--- src/rtl/sprite_throw_ctl.sv ---
// -----------------------------------------------------------------------------
// sprite_throw_ctl
//
// Frame-synchronous trajectory controller for the 64x64 sprite draw stage.
// Game logic issues a throw (start point plus initial velocity). The block
// then moves the sprite once per frame under gravity until it reaches the
// ground line or a horizontal screen edge. xpos/ypos only change on the
// first cycle of vertical blanking, so the draw stage never sees a position
// change in the middle of a frame.
//
// Ports:
//   clk    in   1   pixel clock
//   rst    in   1   synchronous active-high reset
//   vblnk  in   1   vertical blank from the timing chain
//   start  in   1   throw request, single-cycle pulse (honoured in IDLE only)
//   x0     in  12   start x, unsigned
//   y0     in  12   start y, unsigned
//   vx0    in   8   initial horizontal velocity, signed px/frame
//   vy0    in   8   initial vertical velocity, signed px/frame (negative = up)
//   xpos   out 12   sprite x to the draw stage
//   ypos   out 12   sprite y to the draw stage
//   busy   out  1   high while in ARM or FLIGHT
//   done   out  1   one-cycle pulse after landing
//
// Build option:
//   THROW_BOUNCE_EN  when defined, a horizontal wall hit clamps xpos, reverses
//                    vx and the flight continues; only the ground ends it.
//                    When undefined, a wall hit ends the flight.
// -----------------------------------------------------------------------------
module sprite_throw_ctl #(
  parameter int SCREEN_W = 800,
  parameter int SCREEN_H = 600,
  parameter int SPR_W    = 64,
  parameter int SPR_H    = 64,
  parameter int GROUND_Y = SCREEN_H - SPR_H,
  parameter int GRAVITY  = 1,
  parameter int VY_MAX   = 63,
  parameter int X_REST   = 100
) (
  input  logic        clk,
  input  logic        rst,
  input  logic        vblnk,
  input  logic        start,
  input  logic [11:0] x0,
  input  logic [11:0] y0,
  input  logic [7:0]  vx0,
  input  logic [7:0]  vy0,
  output logic [11:0] xpos,
  output logic [11:0] ypos,
  output logic        busy,
  output logic        done
);

  // Unsigned limits for the 12-bit position registers.
  localparam logic [11:0] X_MAX_U  = 12'(SCREEN_W - SPR_W);
  localparam logic [11:0] GROUND_U = 12'(GROUND_Y);
  localparam logic [11:0] X_REST_U = 12'(X_REST);

  // Signed limits for the 13-bit trajectory arithmetic.
  localparam logic signed [12:0] X_MAX_S  = 13'(SCREEN_W - SPR_W);
  localparam logic signed [12:0] GROUND_S = 13'(GROUND_Y);
  localparam logic signed [12:0] GRAV_S   = 13'(GRAVITY);
  localparam logic signed [12:0] VY_HI_S  = 13'(VY_MAX);
  localparam logic signed [12:0] VY_LO_S  = -VY_HI_S;

`ifdef THROW_BOUNCE_EN
  localparam logic BOUNCE_EN = 1'b1;
`else
  localparam logic BOUNCE_EN = 1'b0;
`endif

  typedef enum logic [1:0] {
    S_IDLE   = 2'd0,
    S_ARM    = 2'd1,
    S_FLIGHT = 2'd2,
    S_LAND   = 2'd3
  } state_t;

  state_t state_r;
  state_t state_nx_s;

  logic              vblnk_q_r;
  logic              tick_s;
  logic [11:0]       x0_r;
  logic [11:0]       y0_r;
  logic signed [12:0] vx_r;
  logic signed [12:0] vy_r;

  logic signed [12:0] xn_s;
  logic signed [12:0] yn_s;
  logic signed [12:0] vy_step_s;
  logic signed [12:0] vy0_ext_s;
  logic              ground_s;
  logic              wall_lo_s;
  logic              wall_hi_s;
  logic              wall_s;
  logic              y_neg_s;
  logic [11:0]       x_clamp_s;
  logic [11:0]       y_air_s;
  logic [11:0]       x0_clamp_s;
  logic [11:0]       y0_clamp_s;

  // Clamp a signed vertical velocity into +/-VY_MAX.
  function automatic logic signed [12:0] sat_vy(input logic signed [12:0] v);
    logic signed [12:0] r;
    if (v > VY_HI_S) begin
      r = VY_HI_S;
    end else if (v < VY_LO_S) begin
      r = VY_LO_S;
    end else begin
      r = v;
    end
    return r;
  endfunction

  // Frame tick: rising edge of vblnk, one cycle per frame.
  always_ff @(posedge clk) begin
    if (rst) begin
      vblnk_q_r <= 1'b0;
    end else begin
      vblnk_q_r <= vblnk;
    end
  end

  assign tick_s = vblnk & ~vblnk_q_r;

  // Next-position arithmetic and edge detection for the FLIGHT state.
  always_comb begin
    xn_s      = $signed({1'b0, xpos}) + vx_r;
    yn_s      = $signed({1'b0, ypos}) + vy_r;
    vy_step_s = sat_vy(vy_r + GRAV_S);
    vy0_ext_s = sat_vy($signed({{5{vy0[7]}}, vy0}));
    ground_s  = (yn_s >= GROUND_S);
    wall_lo_s = (xn_s < 13'sd0);
    wall_hi_s = (xn_s > X_MAX_S);
    wall_s    = wall_lo_s | wall_hi_s;
    y_neg_s   = (yn_s < 13'sd0);
  end

  // Clamped coordinates: flight candidates and the ARM load values.
  always_comb begin
    if (wall_lo_s) begin
      x_clamp_s = 12'd0;
    end else if (wall_hi_s) begin
      x_clamp_s = X_MAX_U;
    end else begin
      x_clamp_s = xn_s[11:0];
    end

    if (y_neg_s) begin
      y_air_s = 12'd0;
    end else begin
      y_air_s = yn_s[11:0];
    end

    if (x0_r > X_MAX_U) begin
      x0_clamp_s = X_MAX_U;
    end else begin
      x0_clamp_s = x0_r;
    end

    if (y0_r > GROUND_U) begin
      y0_clamp_s = GROUND_U;
    end else begin
      y0_clamp_s = y0_r;
    end
  end

  // FSM state register.
  always_ff @(posedge clk) begin
    if (rst) begin
      state_r <= S_IDLE;
    end else begin
      state_r <= state_nx_s;
    end
  end

  // FSM next-state logic.
  always_comb begin
    state_nx_s = state_r;
    case (state_r)
      S_IDLE: begin
        if (start) begin
          state_nx_s = S_ARM;
        end else begin
          state_nx_s = S_IDLE;
        end
      end
      S_ARM: begin
        if (tick_s) begin
          state_nx_s = S_FLIGHT;
        end else begin
          state_nx_s = S_ARM;
        end
      end
      S_FLIGHT: begin
        // With bouncing enabled a wall hit alone never ends the flight.
        if (tick_s && (ground_s || (wall_s && !BOUNCE_EN))) begin
          state_nx_s = S_LAND;
        end else begin
          state_nx_s = S_FLIGHT;
        end
      end
      S_LAND: begin
        state_nx_s = S_IDLE;
      end
      default: begin
        state_nx_s = S_IDLE;
      end
    endcase
  end

  // FSM outputs, decoded from the state register.
  always_comb begin
    busy = 1'b0;
    done = 1'b0;
    case (state_r)
      S_IDLE: begin
        busy = 1'b0;
        done = 1'b0;
      end
      S_ARM, S_FLIGHT: begin
        busy = 1'b1;
        done = 1'b0;
      end
      S_LAND: begin
        busy = 1'b0;
        done = 1'b1;
      end
      default: begin
        busy = 1'b0;
        done = 1'b0;
      end
    endcase
  end

  // Throw capture, velocity state and frame-aligned position registers.
  always_ff @(posedge clk) begin
    if (rst) begin
      xpos <= X_REST_U;
      ypos <= GROUND_U;
      x0_r <= 12'd0;
      y0_r <= 12'd0;
      vx_r <= 13'sd0;
      vy_r <= 13'sd0;
    end else begin
      case (state_r)
        S_IDLE: begin
          // Capture wins over a coincident tick; the load waits for ARM.
          if (start) begin
            x0_r <= x0;
            y0_r <= y0;
            vx_r <= $signed({{5{vx0[7]}}, vx0});
            vy_r <= vy0_ext_s;
          end
        end
        S_ARM: begin
          if (tick_s) begin
            xpos <= x0_clamp_s;
            ypos <= y0_clamp_s;
          end
        end
        S_FLIGHT: begin
          if (tick_s) begin
            xpos <= x_clamp_s;
            if (ground_s) begin
              ypos <= GROUND_U;
            end else begin
              ypos <= y_air_s;
            end
            // Hitting the top edge kills the upward velocity.
            if (y_neg_s) begin
              vy_r <= 13'sd0;
            end else begin
              vy_r <= vy_step_s;
            end
            if (BOUNCE_EN && wall_s && !ground_s) begin
              vx_r <= -vx_r;
            end
          end
        end
        S_LAND: begin
          xpos <= xpos;
          ypos <= ypos;
        end
        default: begin
          xpos <= xpos;
          ypos <= ypos;
        end
      endcase
    end
  end

endmodule

--- config.mk ---
export PLATFORM = sky130hd
export DESIGN_NAME = sprite_throw_ctl
export DESIGN_NICKNAME = d
export VERILOG_FILES = /design/src/rtl/sprite_throw_ctl.sv
export SDC_FILE = /design/constraint.sdc
export NUM_CORES = 1
export LEC_CHECK = 0
export ABC_AREA = 1
export CAP_MARGIN = 10
export CORE_UTILIZATION = 40
export CTS_CLUSTER_DIAMETER = 120
export DETAILED_ROUTE_END_ITERATION = 8
export HOLD_SLACK_MARGIN = 0.12
export MAX_ROUTING_LAYER = met4
export RECOVER_POWER = 100
export SKIP_CTS_REPAIR_TIMING = 1
export SLEW_MARGIN = 20
export SYNTH_ARGS = -nofsm -noshare
export SYNTH_HDL_FRONTEND = slang
export SYNTH_SLANG_ARGS = --single-unit
--- constraint.sdc ---
create_clock -name clk -period 3.3 [get_ports clk]
set_input_delay 0.66 -clock clk [delete_from_list [all_inputs] [get_ports clk]]
set_output_delay 0.66 -clock clk [all_outputs]
set_load 0.005 [all_outputs]
[Yosys cells after proc, flatten, opt, wreduce, memory -nomap -nowiden]
Cells that the tools add are included.
Operators by class
  equal/unequal tests: 6
  bitwise operators: 3
  $add $sub $neg: 3
  reduce and logical (&&, ||, !) cells: 11
  multiplexer cells: 26
  magnitude comparators: 10
Operator list (count)
  12-bit 2-to-1 mux: 10
  13-bit 2-to-1 mux: 7
  12-bit one-hot mux with 2 select lines: 2
  13-bit by 1-bit less-than comparator with 1-bit output, second input constant: 2
  13-bit one-hot mux with 2 select lines: 1
  12-bit by 10-bit greater-than comparator with 1-bit output, second input constant: 2
  13-bit adder: 1
  13-bit by 2-bit adder with 13-bit output, second input constant: 1
  13-bit by 8-bit adder with 13-bit output: 1
  13-bit by 11-bit greater-or-equal comparator with 1-bit output, second input constant: 1
  13-bit by 11-bit greater-than comparator with 1-bit output, second input constant: 1
  13-bit by 7-bit greater-than comparator with 1-bit output, second input constant: 1
  13-bit by 7-bit less-than comparator with 1-bit output, second input constant: 1
  8-bit by 7-bit greater-than comparator with 1-bit output, second input constant: 1
  8-bit by 7-bit less-than comparator with 1-bit output, second input constant: 1
  2-bit one-hot mux with 4 select lines: 1
  2-bit inequality test, second input constant: 3
  3-bit AND reduction: 2
  2-bit equality test, second input constant: 2
  1-bit one-hot mux with 2 select lines: 2
  2-bit nonzero test: 2
  2-bit OR reduction: 2
  3-bit OR reduction: 1
  2-bit by 1-bit equality test with 1-bit output, second input constant: 1
  other kinds (9): 10
Word-level totals
  word-level logic and storage cells: 67
  output and inout port bits: 26
  flip-flop bits (word level): 72

[Depth between registers and ports, before layout]
Gate-level depths: netlist of run 1.
  word-level depth: 7
  depth in mapped cells: 20

[Worst setup path after synthesis of run 1]
No wires, ideal clock.
  kind: register -> register
  start: register vy_r[1]
  end: register vy_r[3]
  slack: 0.765 ns
  stages on the path, launching flop included: 15
  data arrival time: 2.468 ns
  period minus slack after synthesis: 2.535 ns
  cell sequence: dfxtp_1 -> ha_1 -> nand4_2 -> nor2_2 -> nand3_1 -> xor2_1 -> a311oi_1 -> nand3_1 -> ha_1 -> inv_1 -> clkbuf_1 -> nand2_1 -> nand2_2 -> nand2_1 -> a21oi_2
On the way
  cells in the longest elaborated chain, start to end: 7
Ends and longest elaborated chain
  start, declared: RTL line 87  | logic signed [12:0] vy_r;
  start signal, assigned: RTL line 254  | vy_r <= vy0_ext_s;
  start signal, assigned: RTL line 275  | vy_r <= vy_step_s;
  13-bit by 2-bit adder with 13-bit output: RTL line 131  | vy_step_s = sat_vy(vy_r + GRAV_S);
  13-bit by 7-bit less-than comparator with 1-bit output: RTL line 108  | end else if (v < VY_LO_S) begin
  13-bit 2-to-1 mux: RTL line 108
  13-bit 2-to-1 mux: RTL line 106  | if (v > VY_HI_S) begin
  13-bit 2-to-1 mux (*): RTL line 272  | if (y_neg_s) begin
  13-bit 2-to-1 mux (*): RTL line 264  | if (tick_s) begin
  13-bit one-hot mux with 2 select lines (*): RTL line 247  | case (state_r)
Every way passes the cells marked *; elsewhere a longest branch is shown, timed or not. The select of a mux whose other input is x is not followed.
A chain may end at the register's enable or synchronous reset.

[Worst setup path in the final report of run 1]
  start: register vy_r[0]
  end: register vy_r[3]
Same word-level chain as after synthesis.

==> impl_metrics.csv, run 1 <==
group,metric,value,unit
status,status,"completed",
synthesis,seq_area_frac_synth,0.2947,
sta,slew_violations,0,
sta,max_freq,347.9,MHz
sta,period_minus_slack,2.875,ns
synthesis,syn-num-nets,845,
global_route,grt_pass1_vias,4532,
power_and_ir_drop,power.density,490.8,nW/um2
sta,worst_slack,0.4252,ns
setup_path,cp-start-kind,"register",
sta,setup_viol,0,
synthesis,synth_xor_xnor_area_share,0.01995,
sta,max_slew_margin,0.01755,
synthesis,avgSynthCellArea,6.377,um2
sta,rsz0062_at_grt,"no",
setup_path,path_class,"reg -> reg",
synthesis,synthCells,767,
setup_path,end_kind,"register",
sta,final.setup_skew,0.003938,ns
clock_tree,cts_tree,"yes",
synthesis,syn_area,4891,um2
sta,fin_tns_setup,0,ns
sta,hold_viol_final,0,
final_layout,fill_cells,1227,
sta,period_share,0.8712,
final_layout,area_growth,22.87,%
drt,wl_per_cell,13.50,um
drt,dr_total_vias,4931,
clock_tree,clk_latency,0.34,ns
synthesis,synth.distinct_cells,44,
min_path,min_path_type,"reg -> reg",
synthesis,synth-adder-area-share,0.09005,
clock_tree,cts.htree.levels,3,
flow_run,drv_cap,0,
final_layout,multi_input_area,2990,um2
drt,detail_route.iter0.violations,377,
final_layout,fin_nets,909,
setup_path,cp.required,3.56,ns
die,die_x,112.6,um
placement,pre_cts_ws,0.3592,ns
clock_tree,cts_made_buffers,9,
global_route,gr-total-overflow,0,
drt,ant_nets,0,
die,rows,40,
min_path,worstHoldPathCells,2,
drt,via_per_inst,5.021,
placement,io_buffers,69,
setup_path,reg2reg_slack,0.43,ns
final_layout,drive_above_1_share,0.04790,
final_layout,regArea,1441,um2
drt,wirelength,13250,um
global_route,grt_pass1_wl,22240,um
synthesis,synth-compound-area-share,0.1734,
die,dieArea,12670,um2
die,start_util,0.4089,
clock_tree,cts_num_sinks,72,
min_path,holdPathEnd,"xpos[11]",
drt,drc,0,
die,coreArea,11960,um2
setup_path,rr_worst_depth,13,
placement,hpwl,10400,um
clock_tree,clk_pin_slew,0.06,ns
drt,drtPass1Iterations,5,
setup_path,worstPathArrival,3.14,ns
clock_tree,clockBufferDepth,2,
min_path,hold_start,"xpos[11]",
global_route,grt_antenna_before_repair,0,
placement,gp_congestion,0.8657,
die,die_y,112.6,um
synthesis,synth_edf_count,0,
power_and_ir_drop,leakage,2.825,nW
synthesis,ys_ff_latch,72,
setup_path,cp_max_fo,11,
synthesis,postSynth.asyncResetShare,0,
global_route,grt_max_degree,45,
synthesis,muxShareOfSynthArea,0,
synthesis,synthSimpleGateAreaFrac,0.3313,
sta,worst_pin_slew,1.474,ns
setup_path,r2r-start,"vy_r[0]",
global_route,grt_use_total,0.2285,
synthesis,synth_top_family_by_area,"simple AND/OR/NAND/NOR gates",
die,ios,70,
clock_tree,cts-root-buf,"clkbuf_16",
final_layout,n_antenna_cell,0,
power_and_ir_drop,vdd_drop_max,0.0002590,V
synthesis,ys_warn_count,0,
synthesis,synth_top_flop_cell,"dfxtp_1",
setup_path,reg2reg_to,"vy_r[3]",
worst max-delay path: stages, from the launching register on:
cell      delay [ns]
dfxtp_1         0.51
ha_1            0.28
nand4_2         0.15
nor2_1          0.23
nand3_1         0.12
xor2_1          0.19
a311oi_1        0.28
nand3_1         0.11
ha_1            0.30
inv_1           0.25
nand2_1         0.12
nand2_2         0.07
nand2_1         0.05
a21oi_1         0.13
registers in the layout, indices dropped and copies added, names as in the netlist, named ones only:
register	cells
vy_r	13
x0_r	12
xpos	12
y0_r	12
ypos	12
vx_r	8
state_r	1
vblnk_q_r	1
logic make-up (layout without fill, tap and decap cells):
logic type | count (synthesis) | after routing
AOI/OAI and AO/OA | 157 | 157
buffers and inverters | 115 | 183
xor gates and xnor gates | 9 | 9
DFF | 72 | 72
and+or+nand+nor | 380 | 380
adders and majority gates | 34 | 34
layout make-up:
cell class / instances / area share
inverters: 93 / 0.05809
clock inverters: 5 / 0.01353
repair buffers: 75 / 0.1205
clock buffers: 10 / 0.03977
flip-flops and latches: 72 / 0.2398
well taps: 147 / 0.03061
multi-input cells: 580 / 0.4976
synthesized netlist by cell type (7+ instances only):
cell      instances  area share
nand2_1         203        0.16
nor2_1           98       0.075
inv_1            88       0.068
o21ai_0          75       0.077
dfxtp_1          72        0.29
a21oi_1          50       0.051
nand3_1          43       0.044
ha_1             32       0.082
clkbuf_1         20       0.015
a31oi_1          15       0.019
nand4_1          11       0.014
xor2_1            7       0.013
layer usage:
metal,share of wire,GRT usage
met1,0.54,0.3283
met2,0.41,0.3280
met3,0.041,0.04482
met4,0.0065,0.04978
met5,0,-
stage by stage:
step | power [mW] | std cells | area (um2) | utilization | hold slack, ns
2_1_floorplan | 1.651 | 767 | 4891 | - | 0.4387
3_3_place_gp | 1.914 | 967 | 5717 | 0.4779 | 0.4595
3_5_place_dp | 1.927 | 967 | 5717 | 0.4779 | 0.4602
4_1_cts | 2.979 | 982 | 6037 | 0.5047 | 0.4681
5_1_grt | 3.147 | 982 | 6010 | 0.5024 | 0.4946
6_report | 2.949 | 982 | 6010 | 0.5024 | 0.4621
how the worst max path moves through the flow:
stage / cells after the start / end / from / slack, ns
final: 13 / vy_r[3] / vy_r[0] / 0.43
after global routing: 13 / vy_r[3] / vy_r[0] / 0.08
after CTS: 13 / vy_r[3] / vy_r[0] / 0.51
after detailed placement: 7 / xpos[1] / vblnk / 0.36
after floorplan: 14 / vy_r[3] / vy_r[1] / 0.77
after global placement: 8 / vy_r[6] / vy0[3] / 0.47
power by group:
group | internal, mW | total [mW] | switching (mW) | leakage (nW)
Combinational | 0.321 | 0.856 | 0.535 | 2.08
Sequential | 0.954 | 1.04 | 0.0903 | 0.593
Clock | 0.677 | 1.05 | 0.372 | 0.155
placed cells by master (no fill, tap or decap), types with 3 or more instances in the layout:
| master | Yosys | final |
|---|---|---|
| o21ai_0 | 75 | 75 |
| buf_4 | 1 | 3 |
| nand2_1 | 203 | 204 |
| clkbuf_16 | 0 | 9 |
| nand2_2 | 5 | 4 |
| a21oi_1 | 50 | 53 |
| nand3_1 | 43 | 43 |
| ha_1 | 32 | 32 |
| dfxtp_1 | 72 | 72 |
| xor2_1 | 7 | 7 |
| nor2_1 | 98 | 99 |
| o21ai_1 | 3 | 3 |
| a31oi_1 | 15 | 15 |
| dlygate4sd3_1 | 0 | 28 |
| inv_1 | 88 | 88 |
| clkbuf_1 | 20 | 3 |
| nor3_1 | 3 | 3 |
| nand4_1 | 11 | 11 |
| inv_2 | 4 | 4 |
| clkdlybuf4s50_1 | 0 | 41 |
(Power assumes the default switching activity.)
==> run 2, diff against run 1 <==
- SKIP_CTS_REPAIR_TIMING: 1 -> not set
==> results of run 2 <==
The final DEF is identical to that of run 1; final timing and power are the same.
